**src/rtl/div_ctrl_pkg.sv**
```systemverilog
// div_ctrl_pkg: shared divide width, sequencer state encodings and hazard-vector index
//   DIV_WIDTH    : operand/result width of the divide unit
//   DIVSTALL_BIT : position of divstall in the hazard unit's stall vector
//   div_state_e  : IDLE -> BUSY -> DONE -> IDLE
package div_ctrl_pkg;
    localparam int DIV_WIDTH    = 32;
    localparam int DIVSTALL_BIT = 43;
    typedef enum logic [1:0] {
        DIV_IDLE = 2'b00,
        DIV_BUSY = 2'b01,
        DIV_DONE = 2'b10
    } div_state_e;
endpackage

```
**src/rtl/div_ctrl_if.sv**
```systemverilog
// div_ctrl_if: EX-stage divide request and result bundle
//   master (EX/hazard side): drives div_startE, div_signedE, div_opaE, div_opbE, cancel, ext_stall
//                            receives div_stall, div_busy, div_valid, div_lo, div_hi
//   slave  (div_ctrl)      : mirror image
interface div_ctrl_if import div_ctrl_pkg::*; #(parameter int WIDTH = DIV_WIDTH);
    logic             div_startE;
    logic             div_signedE;
    logic [WIDTH-1:0] div_opaE;
    logic [WIDTH-1:0] div_opbE;
    logic             cancel;
    logic             ext_stall;
    logic             div_stall;
    logic             div_busy;
    logic             div_valid;
    logic [WIDTH-1:0] div_lo;
    logic [WIDTH-1:0] div_hi;
    modport master (
        output div_startE, div_signedE, div_opaE, div_opbE, cancel, ext_stall,
        input  div_stall, div_busy, div_valid, div_lo, div_hi
    );
    modport slave (
        input  div_startE, div_signedE, div_opaE, div_opbE, cancel, ext_stall,
        output div_stall, div_busy, div_valid, div_lo, div_hi
    );
endinterface

```
**src/rtl/div_ctrl_step.sv**
```systemverilog
// div_step: one combinational restoring shift-subtract iteration
//   i_rem/i_quo : partial remainder and quotient/dividend shift register
//   i_divisor   : divisor magnitude
//   o_rem/o_quo : values after one shift and conditional subtract
module div_step import div_ctrl_pkg::*; #(parameter int WIDTH = DIV_WIDTH) (
    input  logic [WIDTH-1:0] i_rem,
    input  logic [WIDTH-1:0] i_quo,
    input  logic [WIDTH-1:0] i_divisor,
    output logic [WIDTH-1:0] o_rem,
    output logic [WIDTH-1:0] o_quo
);
    // One extra bit: the shifted remainder can exceed WIDTH bits when the divisor has its MSB set
    logic [WIDTH:0] w_shift;
    logic           w_ge;
    always_comb begin
        w_shift = {i_rem, i_quo[WIDTH-1]};
        w_ge    = w_shift >= {1'b0, i_divisor};
        o_rem   = w_ge ? WIDTH'(w_shift - {1'b0, i_divisor}) : w_shift[WIDTH-1:0];
        o_quo   = {i_quo[WIDTH-2:0], w_ge};
    end
endmodule

```
**src/rtl/div_ctrl.sv**
```systemverilog
// div_ctrl: multi-cycle DIV/DIVU sequencer for the EX stage
//   clk    : pipeline clock
//   resetn : asynchronous active-low reset
//   bus    : div_ctrl_if slave (request from EX, stall to hazard unit, LO/HI result for M)
module div_ctrl import div_ctrl_pkg::*; #(parameter int WIDTH = DIV_WIDTH) (
    input logic      clk,
    input logic      resetn,
    div_ctrl_if.slave bus
);
    localparam int CW = $clog2(WIDTH);
    div_state_e       r_state, w_next;
    logic [CW-1:0]    r_count;
    logic [WIDTH-1:0] r_rem, r_quo, r_divisor, r_lo, r_hi;
    logic [WIDTH-1:0] w_rem, w_quo;
    logic             r_sign_q, r_sign_r;
    logic             w_accept, w_last, w_neg_a, w_neg_b;

    div_step #(.WIDTH(WIDTH)) u_step (
        .i_rem     (r_rem),
        .i_quo     (r_quo),
        .i_divisor (r_divisor),
        .o_rem     (w_rem),
        .o_quo     (w_quo)
    );

    always_comb begin
        w_accept = (r_state == DIV_IDLE) && bus.div_startE && !bus.cancel;
        w_last   = (r_state == DIV_BUSY) && (r_count == CW'(WIDTH - 1)) && !bus.cancel;
        w_neg_a  = bus.div_signedE && bus.div_opaE[WIDTH-1];
        w_neg_b  = bus.div_signedE && bus.div_opbE[WIDTH-1];
        w_next   = r_state;
        case (r_state)
            DIV_IDLE: w_next = w_accept ? DIV_BUSY : DIV_IDLE;
            DIV_BUSY: w_next = bus.cancel ? DIV_IDLE : (w_last ? DIV_DONE : DIV_BUSY);
            DIV_DONE: w_next = (bus.cancel || !bus.ext_stall) ? DIV_IDLE : DIV_DONE;
            default:  w_next = DIV_IDLE;
        endcase
        // Combinational so the hazard unit already stalls in the accept cycle; DONE lets the instruction advance
        bus.div_stall = w_accept || ((r_state == DIV_BUSY) && !bus.cancel);
        bus.div_busy  = r_state != DIV_IDLE;
        bus.div_valid = r_state == DIV_DONE;
        bus.div_lo    = r_lo;
        bus.div_hi    = r_hi;
    end

    always_ff @(posedge clk or negedge resetn) begin
        if (!resetn) r_state <= DIV_IDLE;
        else         r_state <= w_next;
    end

    always_ff @(posedge clk or negedge resetn) begin
        if (!resetn) begin
            r_count   <= '0;
            r_rem     <= '0;
            r_quo     <= '0;
            r_divisor <= '0;
            r_sign_q  <= 1'b0;
            r_sign_r  <= 1'b0;
            r_lo      <= '0;
            r_hi      <= '0;
        end else begin
            if (w_accept) begin
                r_count   <= '0;
                r_rem     <= '0;
                r_quo     <= w_neg_a ? -bus.div_opaE : bus.div_opaE;
                r_divisor <= w_neg_b ? -bus.div_opbE : bus.div_opbE;
                r_sign_q  <= w_neg_a ^ w_neg_b;
                r_sign_r  <= w_neg_a;
            end else if (r_state == DIV_BUSY) begin
                r_count <= r_count + 1'b1;
                r_rem   <= w_rem;
                r_quo   <= w_quo;
            end
            // Result registers change only on completion so LO/HI hold through later divides and cancels
            if (w_last) begin
                r_lo <= r_sign_q ? -w_quo : w_quo;
                r_hi <= r_sign_r ? -w_rem : w_rem;
            end
        end
    end
endmodule

```
**src/flat_wrapper.sv**
```systemverilog
// flat-port wrapper written by rule: the top's interface ports become plain ports
module div_ctrl_flat import div_ctrl_pkg::*;
#(parameter int WIDTH = DIV_WIDTH)
  (clk, resetn, bus_div_startE, bus_div_signedE, bus_div_opaE, bus_div_opbE, bus_cancel, bus_ext_stall, bus_div_stall, bus_div_busy, bus_div_valid, bus_div_lo, bus_div_hi);
  div_ctrl_if #(.WIDTH(WIDTH)) bus_i ();
  input logic clk;
  input logic resetn;
  input wire logic [$bits(bus_i.div_startE)-1:0] bus_div_startE;
  input wire logic [$bits(bus_i.div_signedE)-1:0] bus_div_signedE;
  input wire logic [$bits(bus_i.div_opaE)-1:0] bus_div_opaE;
  input wire logic [$bits(bus_i.div_opbE)-1:0] bus_div_opbE;
  input wire logic [$bits(bus_i.cancel)-1:0] bus_cancel;
  input wire logic [$bits(bus_i.ext_stall)-1:0] bus_ext_stall;
  output wire logic [$bits(bus_i.div_stall)-1:0] bus_div_stall;
  output wire logic [$bits(bus_i.div_busy)-1:0] bus_div_busy;
  output wire logic [$bits(bus_i.div_valid)-1:0] bus_div_valid;
  output wire logic [$bits(bus_i.div_lo)-1:0] bus_div_lo;
  output wire logic [$bits(bus_i.div_hi)-1:0] bus_div_hi;
  assign bus_i.div_startE = bus_div_startE;
  assign bus_i.div_signedE = bus_div_signedE;
  assign bus_i.div_opaE = bus_div_opaE;
  assign bus_i.div_opbE = bus_div_opbE;
  assign bus_i.cancel = bus_cancel;
  assign bus_i.ext_stall = bus_ext_stall;
  assign bus_div_stall = bus_i.div_stall;
  assign bus_div_busy = bus_i.div_busy;
  assign bus_div_valid = bus_i.div_valid;
  assign bus_div_lo = bus_i.div_lo;
  assign bus_div_hi = bus_i.div_hi;
  div_ctrl #(.WIDTH(WIDTH)) u_core (.clk(clk), .resetn(resetn), .bus(bus_i));
endmodule
```
**config.mk**
```make
export PLATFORM = sky130hd
export DESIGN_NAME = div_ctrl_flat
export DESIGN_NICKNAME = d
export VERILOG_FILES = /design/src/rtl/div_ctrl_pkg.sv /design/src/rtl/div_ctrl_if.sv /design/src/rtl/div_ctrl_step.sv /design/src/rtl/div_ctrl.sv /design/src/flat_wrapper.sv
export SDC_FILE = /design/constraint.sdc
export NUM_CORES = 1
export LEC_CHECK = 0
export CELL_PAD_IN_SITES_DETAIL_PLACEMENT = 0
export CELL_PAD_IN_SITES_GLOBAL_PLACEMENT = 2
export CORE_MARGIN = 3
export CORE_UTILIZATION = 34
export DETAILED_ROUTE_END_ITERATION = 8
export PLACE_DENSITY_LB_ADDON = 0.2
export SLEW_MARGIN = 20
export SYNTH_ARGS = -nofsm -noshare
export SYNTH_HDL_FRONTEND = slang
export SYNTH_SLANG_ARGS = --single-unit
```
**constraint.sdc**
```tcl
create_clock -name clk -period 7.23 [get_ports clk]
set_input_delay 2.169 -clock clk [delete_from_list [all_inputs] [get_ports clk]]
set_output_delay 2.169 -clock clk [all_outputs]
set_load 0.03 [all_outputs]
```
# Yosys cells after proc, flatten, opt, wreduce, memory -nomap -nowiden

Cells that the tools add are included.

Register bits after elaboration: 169
Bits of input ports: 70
Output and inout port bits: 67

Add/sub/neg operators: 6
Magnitude comparators: 1
Equality and inequality tests: 3
Multiplexer cells: 16
Bitwise logic cells: 1
Reduce and logical (&&, ||, !) cells: 14

Operators by type and width:

| cell                                                | count |
|---|---|
| two-way mux 32 bit                                  | 9 |
| negator 32 bit                                      | 4 |
| >= comparator 33 x 32 -> 1 bit                      | 1 |
| subtractor 32 bit                                   | 1 |
| two-way mux 5 bit                                   | 2 |
| logical AND 1 bit                                   | 7 |
| two-way mux 2 bit                                   | 3 |
| case mux 2 bit (3 select lines)                     | 1 |
| adder 5 x 1 -> 5 bit, second input constant         | 1 |
| equality test 5 bit, second input constant          | 1 |
| nonzero test 2 bit                                  | 2 |
| equality test 2 x 1 -> 1 bit, second input constant | 1 |
| equality test 2 bit, second input constant          | 1 |
| zero test 1 bit                                     | 2 |
| zero test 2 bit                                     | 1 |
| logical OR 1 bit                                    | 2 |
| two-way mux 1 bit                                   | 1 |
| XOR 1 bit                                           | 1 |

# Logic depth before layout (Yosys ltp)

Word-level depth: 6
Depth in mapped cells: 23
Depth with buffers taken out: 19

# Cells and area by module

Synthesis repeated with hierarchy kept, for this count alone.

Cells, all modules: 1463
Area total of the unflattened synthesis: 11995.3 um^2

By module, submodules not included:

| module   | times used | cells each | area an instance (um^2) |
|---|---|---|---|
| div_ctrl | 1          | 1108       | 9424.0 |
| div_step | 1          | 355        | 2571.2 |

# Worst setup path after synthesis

Ideal clock, no wire load.

Kind: input to output
Start point: input port bus_cancel
End point: output port bus_div_stall
Arrival: 3.489 ns
Slack: 1.572 ns
Cell stages on the path: 6
Cells stage by stage: inv_1 > nand3b_1 > clkbuf_1 > buf_1 > clkbuf_1 > o21ai_0

Word-level cells in the longest chain between the ends: 3
Elaborated cells on any way between the ends: 4

Ends and longest elaborated chain:

| item                                        | RTL line                       | text |
|---|---|---|
| start: declaration                          | flat_wrapper.sv:12             | `input wire logic [$bits(bus_i.cancel)-1:0] bus_cancel;` |
| zero test 1 bit *                           | div_ctrl.sv:27, div_ctrl.sv:39 |  |
| logical AND 1 bit, on equally long branches | div_ctrl.sv:27, div_ctrl.sv:39 |  |
| logical OR 1 bit *                          | div_ctrl.sv:39                 | `bus.div_stall = w_accept \|\| ((r_state == DIV_BUSY) && !bus.cancel);` |
| end: declaration                            | flat_wrapper.sv:14             | `output wire logic [$bits(bus_i.div_stall)-1:0] bus_div_stall;` |

Mark *: on every way between the ends. The rest lies on a longest branch, timed or not.

# Final worst setup path

Ends and elaborated chain as after synthesis.

==> results.md <==
| Group | Parameter | Reported |
|---|---|---|
| yosys | Cells after synthesis | 1,475 |
| placement | Detailed placer's ending HPWL | 28.9 mm |
| min path | Tightest Hold Check Type | register to register |
| routing | Vias | 10,900 |
| yosys | Area of the mapped netlist | 0.0119 sq mm |
| yosys | Count of different cell masters after synthesis | 82 |
| pwr | Post-route total power | 5.83 mW |
| yosys | Mapped Avg Cell Area | 8.08 sq um |
| placement | Placement-stage worst setup slack | 1340 ps |
| clock network | Post-CTS Setup Inserts | 0 |
| clock network | Clock tree from TritonCTS | yes |
| yosys | Post-synthesis xor/xnor area fraction | 10.3% |
| pwr | Leakage | 5.93 nW |
| placement | Weighted congestion reported at the end of routability-driven placement | 0.945 |
| critical path | Largest fanout of any net on the critical path | 4 |
| sta | Count of final setup violators | 0 |
| pwr | Net switching share of the total power | 50.4% |
| critical path | Worst reg2reg path depth | 18 |
| clock network | Clock insertion delay at the later pin of the skew report | 450 ps |
| pwr | Max rail drop VDD | 0.201 mV |
| critical path | Capturing element type of the critical path | primary output |
| yosys | Proportion of synthesized area in mux cells | 1.95% |
| clock network | Clock tree sinks | 169 |
| pwr | Cell area power density | 408 mW/mm^2 |
| sta | Final Slew Violations | 0 |
| global route | Number of antenna violations at the first check in global routing | 0 |
| sta | Tcrit/Tclk final | 81.8% |
| yosys | Sequential element share of the synthesized area | 35.5% |
| sta | Total count of hold-check failures in the final report | 0 |
| layout | Layout area overhead | 19.7% |
| routing | DRC violation count after routing | 0 |
| critical path | Worst EP required | 5060 ps |
| sta | Final-layout worst hold slack | 466 ps |
| routing | Via count normalized by instance count | 5.35 |
| critical path | Worst reg-to-reg setup slack | 1740 ps |
| clock network | Number of instances resized during post-cts repair | 0 |
| min path | Number of cells traversed by the worst hold path | 2 |
| pwr | Internal power | 2.89 mW |
| sta | Setup TNS | 0 ps |
| global route | Global-route wire length before repair | 61.0 mm |
| yosys | Simple-gate area share of the yosys netlist | 21.0% |
| critical path | Critical path class | input port to primary output |
| global route | Overflow after GRT | 0 |
| global route | Vias in the first global route | 10,400 |
| layout | Share of layout cells above drive strength 1 | 5.18% |
| job | Reported max-cap violation count | 0 |
| routing | Overall routed net length | 38.2 mm |
| clock network | Clock slew at reported path FFs | 70 ps |
| sta | Unrepaired setup endpoints after global routing | no |
| yosys | Area share of fa/ha/maj cells after synthesis | 4.16% |
| sta | Worst Tran Pin Value | 1050 ps |
| floorplanning | Die boundary width | 193 um |
| yosys | Ys Warns | 0 |
| global route | Total routing usage reported by global routing | 20.2% |
| outcome | Status | finished clean |
| floorplanning | Row count | 67 |
| yosys | Most instantiated flip-flop cell in the synthesis netlist | sky130_fd_sc_hd__dfrtp_1 |
| critical path | R2r endpoint | u_core.bus.div_hi[28] |
| critical path | Startpoint kind of the worst setup timing path | input port |
| pwr | Logic pwr share | 59.1% |
| yosys | Combinational family with the most area after synthesis | compound AO/OA/AOI/OAI gates |
| critical path | Crit path DAT | 3740 ps |
| routing | Wire length per cell | 18.8 um |
| layout | Final antenna diode count | 0 |
| layout | Final Net Count | 1,678 |
| clock network | Maximum level of the CTS H-tree | 4 |
| sta | Post-route worst setup slack | 1320 ps |
| clock network | TritonCTS buffer count | 17 |
| placement | Cell count after placement | 1,998 |
| placement | Port-buffer cells | 136 |
| pwr | Share of total power in the clock network | 16.6% |
| floorplanning | Core Area | 0.0340 sq mm |
| pwr | Sequential power share | 24.3% |
| floorplanning | Area of the die | 0.0373 sq mm |
| floorplanning | Vertical extent of the die | 193 um |
| pwr | Net switching power figure | 2.94 mW |
| yosys | Net count of the mapped netlist | 1,584 |
| yosys | Number of enable flip-flop cells after synthesis | 0 |
| yosys | Synth async-reset ratio | 100% |
| routing | Remaining antenna violation count | 0 |
| clock network | Number of buffers added to fix hold violations after cts | 0 |
| clock network | Root buffer cell | sky130_fd_sc_hd__clkbuf_16 |
| layout | Final instance count without filler cells | 2,030 |
| critical path | RR Startpoint | u_core.r_rem[23] |
| global route | Maximum number of pins on one net before global-route repair | 92 |
| clock network | Buffer depth of the longest clock path | 2 |
| floorplanning | Initial Util | 35.0% |
| routing | Detailed router's first-iteration violation count | 900 |
| routing | DR pass1 iterations | 5 |
| sta | Final Critical Period | 5910 ps |
| sta | Final clock skew | 12.6 ps |
| min path | Critical hold path startpoint | u_core.bus.div_hi[18] |
| min path | Worst Hold Path EP | u_core.bus.div_hi[18] |
| sta | Maximum frequency from static timing analysis | 0.169 GHz |
| yosys | Synthesized-area fraction occupied by ao, oa, aoi and oai cells | 22.7% |
| sta | Slew headroom | 29.5% |
| floorplanning | Boundary pin count | 137 |
| yosys | Flip-flop and latch count after synthesis | 169 |
-- cell usage after synthesis, types with 9 or more instances --
cell type | n | share of area [%]
sky130_fd_sc_hd__or4_1 | 12 | 0.76
sky130_fd_sc_hd__mux2i_1 | 21 | 1.8
sky130_fd_sc_hd__o21ai_0 | 176 | 7.4
sky130_fd_sc_hd__clkbuf_1 | 61 | 1.9
sky130_fd_sc_hd__o21ai_1 | 12 | 0.50
sky130_fd_sc_hd__or3_1 | 17 | 0.89
sky130_fd_sc_hd__ha_1 | 38 | 4.0
sky130_fd_sc_hd__dfrtp_1 | 169 | 35
sky130_fd_sc_hd__o41ai_1 | 9 | 0.66
sky130_fd_sc_hd__xnor2_1 | 57 | 4.2
sky130_fd_sc_hd__a31oi_1 | 35 | 1.8
sky130_fd_sc_hd__o31ai_1 | 32 | 2.0
sky130_fd_sc_hd__xor2_1 | 82 | 6.0
sky130_fd_sc_hd__a21o_1 | 13 | 0.82
sky130_fd_sc_hd__and3_1 | 12 | 0.63
sky130_fd_sc_hd__buf_2 | 9 | 0.38
sky130_fd_sc_hd__inv_1 | 53 | 1.7
sky130_fd_sc_hd__nor4_1 | 16 | 0.84
sky130_fd_sc_hd__nor3_1 | 36 | 1.5
sky130_fd_sc_hd__nand2_1 | 249 | 7.8
sky130_fd_sc_hd__nand3_1 | 57 | 2.4
sky130_fd_sc_hd__and2_1 | 9 | 0.47
sky130_fd_sc_hd__nor2_1 | 95 | 3.0
sky130_fd_sc_hd__a22oi_1 | 12 | 0.76
sky130_fd_sc_hd__o21a_1 | 9 | 0.57
sky130_fd_sc_hd__a21oi_1 | 58 | 2.4
-- registers in the layout (all words and copies together), names as in the netlist --
signal,count
u_core.bus.div_hi,32
u_core.bus.div_lo,32
u_core.r_divisor,32
u_core.r_quo,32
u_core.r_rem,32
u_core.r_count,5
u_core.r_state,2
u_core.r_sign_q,1
u_core.r_sign_r,1
-- power by group through the flow --
stage	sequential, mW	clock (mW)	combinational (mW)
4_1_cts	1.41	0.989	3.40
3_3_place_gp	1.42	0	3.38
2_1_floorplan	1.36	0	2.39
6_report	1.42	0.969	3.44
5_1_grt	1.45	1.04	3.78
3_5_place_dp	1.42	0	3.37
-- cells in the final DEF (no fill, tap or decap), types with 7 or more instances in the layout --
| cell type | n |
|---|---|
| sky130_fd_sc_hd__a31oi_1 | 35 |
| sky130_fd_sc_hd__ha_1 | 38 |
| sky130_fd_sc_hd__o21ai_1 | 12 |
| sky130_fd_sc_hd__a22oi_1 | 12 |
| sky130_fd_sc_hd__xor2_1 | 82 |
| sky130_fd_sc_hd__nand4_1 | 8 |
| sky130_fd_sc_hd__a21o_1 | 13 |
| sky130_fd_sc_hd__buf_4 | 16 |
| sky130_fd_sc_hd__a21oi_1 | 58 |
| sky130_fd_sc_hd__nand2b_1 | 7 |
| sky130_fd_sc_hd__clkbuf_16 | 17 |
| sky130_fd_sc_hd__nor4_1 | 16 |
| sky130_fd_sc_hd__or3_1 | 17 |
| sky130_fd_sc_hd__xnor2_1 | 57 |
| sky130_fd_sc_hd__and3_1 | 12 |
| sky130_fd_sc_hd__nand3_1 | 56 |
| sky130_fd_sc_hd__nor2_1 | 95 |
| sky130_fd_sc_hd__and2_1 | 9 |
| sky130_fd_sc_hd__clkdlybuf4s50_1 | 135 |
| sky130_fd_sc_hd__a211oi_1 | 8 |
| sky130_fd_sc_hd__o21a_1 | 9 |
| sky130_fd_sc_hd__nand2_1 | 249 |
| sky130_fd_sc_hd__o41ai_1 | 9 |
| sky130_fd_sc_hd__nor2b_1 | 7 |
| sky130_fd_sc_hd__dfrtp_1 | 169 |
| sky130_fd_sc_hd__o21ai_0 | 176 |
| sky130_fd_sc_hd__inv_1 | 53 |
| sky130_fd_sc_hd__mux2i_1 | 21 |
| sky130_fd_sc_hd__o21bai_1 | 7 |
| sky130_fd_sc_hd__nor3_1 | 36 |
| sky130_fd_sc_hd__o31ai_1 | 31 |
| sky130_fd_sc_hd__or4_1 | 12 |
-- metrics by stage --
stage	instance area, sq um	util (%)
2_1_floorplan	11900	-
3_3_place_gp	13700	40.2
3_5_place_dp	13700	40.2
4_1_cts	14300	41.9
5_1_grt	14300	41.9
6_report	14300	41.9
-- critical path: stages --
cell and delay (ps):
sky130_fd_sc_hd__clkdlybuf4s50_1 480, sky130_fd_sc_hd__inv_1 190, sky130_fd_sc_hd__nand3b_1 110, sky130_fd_sc_hd__o21ai_0 90, sky130_fd_sc_hd__clkdlybuf4s50_1 700
-- how the worst max path moves through the flow --
stage                          start                    end  slack (ps)  cells past startpoint
global route        u_core.r_rem[23]  u_core.bus.div_hi[24]        1230                     19
detailed placement        bus_cancel          bus_div_stall        1340                      5
global placement          bus_cancel          bus_div_stall        1370                      5
floorplan                 bus_cancel          bus_div_stall        1570                      6
CTS                       bus_cancel          bus_div_stall        1330                      5
finish                    bus_cancel          bus_div_stall        1320                      5
-- routing by layer --
layer  routed length, um  vias up  part of all wire (%)  track usage [%]
met4                 364        0                  0.95             3.75
met3                2090       21                   5.5             2.56
li1                    -     5440                     -                -
met2               15300      320                    40             28.0
met1               20500     5072                    54             33.4
met5                   0        -                     0                0
-- cell type report --
type                            instances  area, sq um
Clock buffer                           19          433
Tap cell                              448          561
Inverter                               54          203
Multi-Input combinational cell       1175         7210
Timing Repair Buffer                  152         1480
Fill cell                            3553        19800
Sequential cell                       169         4230
Clock inverter                         13          156
-- cell families (layout without fill, tap and decap cells) --
logic type | count (synthesis) | count (layout)
multiplexers | 23 | 23
AND/OR/NAND/NOR | 548 | 548
buffers and inverters | 131 | 238
adder cells (fa/ha/maj) | 39 | 39
flip-flops | 169 | 169
AO/OA/AOI/OAI | 425 | 425
XOR/XNOR | 140 | 140
Note: power is estimated with default switching activity, not from simulation.
